===== config.mk =====
export PLATFORM = sky130hd
export DESIGN_NAME = ym3438_sample_mixer_flat
export DESIGN_NICKNAME = d
export VERILOG_FILES = /design/src/rtl/ym3438_sample_mixer_if.sv /design/src/rtl/ym3438_sample_mixer.sv /design/src/flat_wrapper.sv
export SDC_FILE = /design/constraint.sdc
export NUM_CORES = 1
export LEC_CHECK = 0
export CORE_UTILIZATION = 40
export CTS_CLUSTER_SIZE = 10
export DETAILED_ROUTE_END_ITERATION = 10
export SLEW_MARGIN = 15
export SYNTH_ARGS = -nofsm -noshare
export SYNTH_HDL_FRONTEND = slang
export SYNTH_SLANG_ARGS = --single-unit

===== constraint.sdc =====
create_clock -name MCLK -period 2.86 [get_ports MCLK]
set_input_delay 0.715 -clock MCLK [delete_from_list [all_inputs] [get_ports MCLK]]
set_output_delay 0.715 -clock MCLK [all_outputs]
set_load 0.05 [all_outputs]

===== src/rtl/ym3438_sample_mixer_if.sv =====
// Slot-input / PCM-output bundle for ym3438_sample_mixer.
//   master: the slot producer and the PCM consumer (drives slots, pcm_ready, err_clr).
//   slave : the mixer (drives the PCM frame and the error status).
// The signal names match the original flat port list.
interface ym3438_sample_mixer_if;
  logic        slot_valid;
  logic        slot_first;
  logic [8:0]  mol;
  logic [8:0]  mor;
  logic [15:0] pcm_l;
  logic [15:0] pcm_r;
  logic        pcm_valid;
  logic        pcm_ready;
  logic        sync_err;
  logic        overrun;
  logic [7:0]  drop_cnt;
  logic        err_clr;

  modport master (
    output slot_valid, slot_first, mol, mor, pcm_ready, err_clr,
    input  pcm_l, pcm_r, pcm_valid, sync_err, overrun, drop_cnt
  );

  modport slave (
    input  slot_valid, slot_first, mol, mor, pcm_ready, err_clr,
    output pcm_l, pcm_r, pcm_valid, sync_err, overrun, drop_cnt
  );
endinterface


===== src/rtl/ym3438_sample_mixer.sv =====
// ym3438_sample_mixer: sums CHANNELS time-multiplexed offset-binary MOL/MOR
// slots into one stereo frame. The frame is scaled by GAIN_SHIFT, saturated
// to 16-bit PCM and offered on a valid/ready port. The block also flags
// frame-sync errors and output overruns.
// Ports:
//   MCLK   - clock; all state updates on the rising edge
//   reset  - synchronous, active-high
//   mix    - slave side of ym3438_sample_mixer_if:
//            slot_valid/slot_first/mol/mor   slot input
//            pcm_l/pcm_r/pcm_valid/pcm_ready frame output handshake
//            sync_err/overrun/drop_cnt       sticky status, cleared by err_clr
module ym3438_sample_mixer #(
  parameter int unsigned CHANNELS   = 6,
  parameter int unsigned GAIN_SHIFT = 4
) (
  input logic                   MCLK,
  input logic                   reset,
  ym3438_sample_mixer_if.slave  mix
);

  typedef enum logic {UNSYNC, ACC} state_e;

  localparam logic [3:0] CHAN_CNT = 4'(CHANNELS);

  state_e             state_q;
  logic [3:0]         cnt_q;
  logic signed [11:0] acc_l_q, acc_r_q;
  logic [15:0]        pcm_l_q, pcm_r_q;
  logic               pcm_valid_q;
  logic               sync_err_q;
  logic               overrun_q;
  logic [7:0]         drop_cnt_q;

  logic signed [11:0] s_l, s_r;
  logic signed [11:0] sum_l, sum_r;
  logic [15:0]        sat_l, sat_r;
  logic [3:0]         cnt_inc;
  logic               first_ev, next_ev, in_acc;
  logic               commit, sync_ev, drop, load;

  // Shift into a 20-bit signed intermediate and clamp to the 16-bit range.
  function automatic logic [15:0] sat16(input logic signed [11:0] a);
    logic signed [19:0] t;
    t = {{8{a[11]}}, a};
    t = t <<< GAIN_SHIFT;
    if (t > 20'sd32767)
      return 16'h7FFF;
    else if (t < -20'sd32768)
      return 16'h8000;
    else
      return t[15:0];
  endfunction

  always_comb begin
    // Offset binary to two's complement: invert the MSB, then sign-extend.
    s_l      = {{3{~mix.mol[8]}}, ~mix.mol[8], mix.mol[7:0]};
    s_r      = {{3{~mix.mor[8]}}, ~mix.mor[8], mix.mor[7:0]};
    sum_l    = acc_l_q + s_l;
    sum_r    = acc_r_q + s_r;
    sat_l    = sat16(sum_l);
    sat_r    = sat16(sum_r);
    cnt_inc  = cnt_q + 4'd1;
    in_acc   = (state_q == ACC);
    first_ev = mix.slot_valid & mix.slot_first;
    next_ev  = mix.slot_valid & ~mix.slot_first;
    // CHANNELS >= 2, so a commit can only come from a non-first slot.
    commit   = in_acc & next_ev & (cnt_q != '0) & (cnt_inc == CHAN_CNT);
    sync_ev  = in_acc & ((first_ev & (cnt_q != '0)) | (next_ev & (cnt_q == '0)));
    drop     = commit & pcm_valid_q & ~mix.pcm_ready;
    load     = commit & ~drop;
  end

  always_ff @(posedge MCLK) begin
    if (reset) begin
      state_q     <= UNSYNC;
      cnt_q       <= '0;
      acc_l_q     <= '0;
      acc_r_q     <= '0;
      pcm_l_q     <= '0;
      pcm_r_q     <= '0;
      pcm_valid_q <= 1'b0;
      sync_err_q  <= 1'b0;
      overrun_q   <= 1'b0;
      drop_cnt_q  <= '0;
    end else begin
      case (state_q)
        UNSYNC: begin
          if (first_ev) begin
            acc_l_q <= s_l;
            acc_r_q <= s_r;
            cnt_q   <= 4'd1;
            state_q <= ACC;
          end
        end
        ACC: begin
          if (first_ev) begin
            // A first slot always restarts the frame; any partial sum is lost.
            acc_l_q <= s_l;
            acc_r_q <= s_r;
            cnt_q   <= 4'd1;
          end else if (next_ev) begin
            if (cnt_q == '0) begin
              state_q <= UNSYNC;
            end else if (commit) begin
              acc_l_q <= '0;
              acc_r_q <= '0;
              cnt_q   <= '0;
            end else begin
              acc_l_q <= sum_l;
              acc_r_q <= sum_r;
              cnt_q   <= cnt_inc;
            end
          end
        end
        default: state_q <= UNSYNC;
      endcase

      if (load) begin
        pcm_l_q     <= sat_l;
        pcm_r_q     <= sat_r;
        pcm_valid_q <= 1'b1;
      end else if (!commit && pcm_valid_q && mix.pcm_ready) begin
        pcm_valid_q <= 1'b0;
      end

      // Error events take priority over err_clr in the same cycle.
      if (sync_ev)
        sync_err_q <= 1'b1;
      else if (mix.err_clr)
        sync_err_q <= 1'b0;

      if (drop)
        overrun_q <= 1'b1;
      else if (mix.err_clr)
        overrun_q <= 1'b0;

      if (drop) begin
        if (mix.err_clr)
          drop_cnt_q <= 8'd1;
        else if (drop_cnt_q != 8'hFF)
          drop_cnt_q <= drop_cnt_q + 8'd1;
      end else if (mix.err_clr) begin
        drop_cnt_q <= '0;
      end
    end
  end

  assign mix.pcm_l     = pcm_l_q;
  assign mix.pcm_r     = pcm_r_q;
  assign mix.pcm_valid = pcm_valid_q;
  assign mix.sync_err  = sync_err_q;
  assign mix.overrun   = overrun_q;
  assign mix.drop_cnt  = drop_cnt_q;

endmodule

===== src/flat_wrapper.sv =====
// flat-port wrapper written by rule: the top's interface ports become plain ports
module ym3438_sample_mixer_flat 
#(
  parameter int unsigned CHANNELS   = 6,
  parameter int unsigned GAIN_SHIFT = 4
)
  (MCLK, reset, mix_slot_valid, mix_slot_first, mix_mol, mix_mor, mix_pcm_ready, mix_err_clr, mix_pcm_l, mix_pcm_r, mix_pcm_valid, mix_sync_err, mix_overrun, mix_drop_cnt);
  ym3438_sample_mixer_if mix_i ();
  input logic MCLK;
  input logic reset;
  input wire logic [$bits(mix_i.slot_valid)-1:0] mix_slot_valid;
  input wire logic [$bits(mix_i.slot_first)-1:0] mix_slot_first;
  input wire logic [$bits(mix_i.mol)-1:0] mix_mol;
  input wire logic [$bits(mix_i.mor)-1:0] mix_mor;
  input wire logic [$bits(mix_i.pcm_ready)-1:0] mix_pcm_ready;
  input wire logic [$bits(mix_i.err_clr)-1:0] mix_err_clr;
  output wire logic [$bits(mix_i.pcm_l)-1:0] mix_pcm_l;
  output wire logic [$bits(mix_i.pcm_r)-1:0] mix_pcm_r;
  output wire logic [$bits(mix_i.pcm_valid)-1:0] mix_pcm_valid;
  output wire logic [$bits(mix_i.sync_err)-1:0] mix_sync_err;
  output wire logic [$bits(mix_i.overrun)-1:0] mix_overrun;
  output wire logic [$bits(mix_i.drop_cnt)-1:0] mix_drop_cnt;
  assign mix_i.slot_valid = mix_slot_valid;
  assign mix_i.slot_first = mix_slot_first;
  assign mix_i.mol = mix_mol;
  assign mix_i.mor = mix_mor;
  assign mix_i.pcm_ready = mix_pcm_ready;
  assign mix_i.err_clr = mix_err_clr;
  assign mix_pcm_l = mix_i.pcm_l;
  assign mix_pcm_r = mix_i.pcm_r;
  assign mix_pcm_valid = mix_i.pcm_valid;
  assign mix_sync_err = mix_i.sync_err;
  assign mix_overrun = mix_i.overrun;
  assign mix_drop_cnt = mix_i.drop_cnt;
  ym3438_sample_mixer #(.CHANNELS(CHANNELS), .GAIN_SHIFT(GAIN_SHIFT)) u_core (.MCLK(MCLK), .reset(reset), .mix(mix_i));
endmodule

### Word level (Yosys, flattened, before mapping)

Cells that the tools add are included.

| word-level totals | value |
|---|---|
| output and inout port bits | 43 |
| bits in registers | 72 |
| word-level logic and storage cells | 88 |
| input bits | 24 |

| operators by class | value |
|---|---|
| order comparisons | 4 |
| bitwise logic cells | 18 |
| $add $sub $neg | 4 |
| eq/ne operators | 5 |
| muxes and demuxes | 36 |
| reductions and logical operators | 11 |

Operator list:

| cell | number |
|---|---|
| $mux 12 | 10 |
| $mux 16 | 4 |
| $pmux 12 s2 | 2 |
| $gt 16x16->1 const B | 2 |
| $lt 16x16->1 const B | 2 |
| $mux 8 | 4 |
| $add 12x9->12 | 2 |
| $mux 4 | 5 |
| $and 1x1->1 | 11 |
| $mux 1 | 9 |
| $add 8x1->8 const B | 1 |
| $ne 8x8->1 const B | 1 |
| $pmux 4 s2 | 1 |
| $reduce_bool 2->1 | 4 |
| $ne 3x3->1 const B | 2 |
| $not 1->1 | 6 |
| $add 4x1->4 const B | 1 |
| $eq 4x3->1 const B | 1 |
| $logic_not 4->1 | 1 |
| $reduce_bool 4->1 | 1 |
| $reduce_and 3->1 | 1 |
| $logic_and 1x1->1 | 2 |
| $ne 2x1->1 const B | 1 |
| $pmux 1 s2 | 1 |
| other kinds (3) | 3 |

### Logic depth before layout (Yosys ltp)

| logic depth | value |
|---|---|
| word-level depth | 10 |
| depth in mapped cells | 9 |
| depth with buffers taken out | 8 |

### Worst setup path before layout

Ideal clock, no wire load.

| timing path | value |
|---|---|
| path kind | input-to-reg |
| start point | input mix_mor[0] |
| end point | register u_core.acc_r_q[8] |
| buffers on the path | 0 |
| slack | 0.365 ns |
| library setup time | 0.132 ns |
| data required time | 2.728 ns |
| arrival time | 2.363 ns |
| cell stages on the path | 8 |
| cell sequence | ha_1 > fa_1 > a21o_1 > a221o_1 > a31oi_1 > xnor2_1 > a221oi_1 > nor3_1 |

| between the ends | value |
|---|---|
| cells in the longest elaborated chain, start to end | 6 |

Ends and longest elaborated chain:

| what | line | source |
|---|---|---|
| start: declaration | flat_wrapper.sv:14 | `input wire logic [$bits(mix_i.mor)-1:0] mix_mor;` |
| $add 12x9->12 | ym3438_sample_mixer.sv:59 | `sum_r = acc_r_q + s_r;` |
| $mux 12 | ym3438_sample_mixer.sv:104 | `end else if (commit) begin` |
| $mux 12 | ym3438_sample_mixer.sv:102 | `if (cnt_q == '0) begin` |
| $mux 12 | ym3438_sample_mixer.sv:101 | `end else if (next_ev) begin` |
| $mux 12 | ym3438_sample_mixer.sv:96 | `if (first_ev) begin` |
| $pmux 12 s2 | ym3438_sample_mixer.sv:86 | `case (state_q)` |
| end signal: assignment | ym3438_sample_mixer.sv:90 | `acc_r_q <= s_r;` |
| end signal: assignment | ym3438_sample_mixer.sv:99 | `acc_r_q <= s_r;` |
| end signal: assignment | ym3438_sample_mixer.sv:110 | `acc_r_q <= sum_r;` |
| end: declaration | ym3438_sample_mixer.sv:27 | `logic signed [11:0] acc_l_q, acc_r_q;` |

Every way passes these cells. The select of a mux whose other input is x is not followed.
A chain may end at the register's enable or synchronous reset.

### Worst setup path after layout

Ends and elaborated chain as after synthesis.

==> flow_summary.ini <==
[timing]
hold_viol_final = 0
relSlewSlack = 0.635
min_period_over_period = 0.960
max_freq_mhz = 364
rsz0062_at_grt = no
whs_ns = 0.466
fin_crit_ns = 2.75
finalMaxSlewViolations = 0
clock_skew_ns = 0.00923
setup_viol = 0
worst_pin_slew_ns = 0.547

[synth]
async_reset_ff_frac = 0
ys_ff_latch = 64
netlist_area_um2 = 3770
synth_ff_type = dfxtp_1
synth-seq-area-share = 0.340
synth_cell_types = 58
avgSynthCellArea_um2 = 8.69
synthCells = 434
synth_edf_count = 0
yosys_warnings = 0

[floorplanning]
dieWidth_um = 99.1
dieArea_um2 = 9820
core_area_um2 = 9200
io_pins = 67
fp-row-count = 35
start_util = 0.410
die_h_um = 99.1

[final_layout]
fillers = 921
seq_area_um2 = 1280
layout_commonest_cell = dfxtp_1
final_cell_mix = 64 x dfxtp_1, 57 x clkdlybuf4s50_1, 47 x nor2_1
syn_to_final_growth_pct = 28.1
final_area_um2 = 4830
nets = 573
final_util = 0.526
final_cells = 637
antenna_cells = 0
multi_input_area_um2 = 2360
drive_gt1_frac = 0.122

[drt]
ant_nets = 0
vias = 3571
finalWirelength_um = 9900
drt_iter0_drc = 92
detail_route.wl_per_cell_um = 15.5
drc = 0
vias_per_cell = 5.61
dr.pass1.iters = 5

[worst_setup_path]
cp_max_fo = 3
r2r_start = u_core.cnt_q[0]
cpLargestDelayFamily = compound AO/OA/AOI/OAI gates
r2r_cells = 7
worstPathRequired_ns = 3.07
crit_slowest_cell = clkdlybuf4s50_1
cp_data_arrival_time_ns = 2.95
cp_num_buf_inv = 1
crit_path_cell_trace = clkdlybuf4s50_1 -> ha_1 -> fa_1 -> a21o_1 -> a221o_1 -> a31oi_1 -> xnor2_1 -> a221oi_1 -> nor3_1
cp-start-kind = primary input
crit_path_max_incr_delay_ns = 0.43
r2r_setup_slack_ns = 0.58
r2r_end = u_core.mix.drop_cnt[7]
worstSetupPathType = primary input to flip-flop
end_kind = flip-flop

[grt]
globalRouteOverflowTotal = 0
grtUsageTotal = 0.207
grt.met1_usage = 0.267
use_met3 = 0.0372
grt_max_degree = 25
grt_pass1_wl_um = 16100
grt.busiest_layer = met2
gr-usage-met2 = 0.345
antenna_found_initial = 0
grt_pass1_vias = 3389

[clock_tree]
path_clk_slew_ns = 0.07
numCtsBuffers = 9
clk_path_buf_depth = 2
cts_root_buf = clkbuf_8
cts_sinks = 64
postCtsSetupRepairBufs = 0
cts_tree = built
htree_levels = 3
insertion_delay_ns = 0.34

[outcome]
status = complete, no violations

[place]
dp_cells = 621
hpwl_um = 7090
post_dp_cell_area_um2 = 4660
place_congestion = 0.830
numPortBuffers = 58

[worst_hold_path]
hold_path_depth = 2
hold_class = flip-flop to flip-flop
hold_start = u_core.mix.pcm_r[11]
min_to = u_core.mix.pcm_r[11]

[power]
power_density_nw_per_um2 = 434
ir_worst_vdd_mv = 0.240
power.total_mw = 2.10
power_leakage_nw = 2.10

[flow_run]
drv_cap = 0
worst register-to-register path: cells and delay by family, from the launching register on:
kind                     cells  cell delay, ns
buffers and inverters        1            0.07
AND/OR/NAND/NOR              4            1.36
flip-flops                   1            0.44
adder cells (fa/ha/maj)      1            0.21
AO/OA/AOI/OAI                1            0.15
worst max-delay path by stage:
| stage | endpoint | slack, ns | cells after the start | start |
|---|---|---|---|---|
| global placement | u_core.acc_r_q[8] | -0.22 | 9 | mix_mor[0] |
| global route | u_core.acc_r_q[8] | 0.02 | 9 | mix_mor[0] |
| finish | u_core.acc_r_q[8] | 0.11 | 9 | mix_mor[0] |
| detailed placement | u_core.acc_r_q[8] | -0.24 | 9 | mix_mor[0] |
| CTS | u_core.acc_r_q[8] | 0.12 | 9 | mix_mor[0] |
| floorplan | u_core.acc_r_q[8] | 0.36 | 8 | mix_mor[0] |
final cells by class:
class	instances	area share
tap	111	0.0287
clock inverter	6	0.00725
sequential	64	0.265
timing repair buffer	95	0.177
clock buffer	10	0.0285
inverter	8	0.00621
multi-input combinational	343	0.488
through the flow:
| stage | TNS (ns) | worst slack, ns |
|---|---|---|
| after floorplan | 0 | 0.365 |
| after global placement | -1.52 | -0.215 |
| after detailed placement | -1.99 | -0.241 |
| after CTS | 0 | 0.123 |
| after global routing | 0 | 0.0247 |
| final | 0 | 0.115 |
power breakdown:
part	internal, mW	switching, mW	leakage [nW]	total (mW)
sequential	0.915	0.0163	0.520	0.931
combinational	0.209	0.249	1.49	0.459
clock	0.332	0.376	0.0878	0.708
total	1.46	0.642	2.10	2.10
layer usage:
layer / share of wire / vias to the layer above
met5: 0 / -
met4: 0.016 / 0
met3: 0.042 / 16
met2: 0.46 / 75
met1: 0.48 / 1698
li1: - / 1782
registers in the layout, indices dropped and copies added, names as in the netlist:
signal	count
u_core.acc_l_q	12
u_core.acc_r_q	12
u_core.mix.sync_err	1
u_core.mix.pcm_r	12
u_core.mix.drop_cnt	8
u_core.mix.pcm_l	12
u_core.mix.pcm_valid	1
u_core.cnt_q	4
u_core.mix.overrun	1
u_core.in_acc	1
Yosys cell counts (10+ instances only):
library cell / instances / area share
o21ai_0: 19 / 0.025
dfxtp_1: 64 / 0.34
mux2i_1: 19 / 0.050
a21o_1: 11 / 0.022
xnor2_1: 14 / 0.033
ha_1: 26 / 0.086
a221oi_1: 18 / 0.042
nand2_1: 24 / 0.024
a21oi_1: 37 / 0.049
nor2_1: 47 / 0.047
clkbuf_1: 12 / 0.012
nor3_1: 10 / 0.013
kinds of logic after synthesis:
family	synth area share
adder cells (fa/ha/maj)	0.0968
multiplexers	0.0534
buffers and inverters	0.0434
flip-flops	0.340
other	0.000994
AO/OA/AOI/OAI	0.241
AND/OR/NAND/NOR	0.174
XOR/XNOR	0.0511
repair_timing:
action | in CTS | in global routing
endpoints found under the setup margin | 0 | 1
hold buffers | 0 | 0
resized for setup | 0 | 1
No activity file was read; power rests on OpenSTA's default activity.
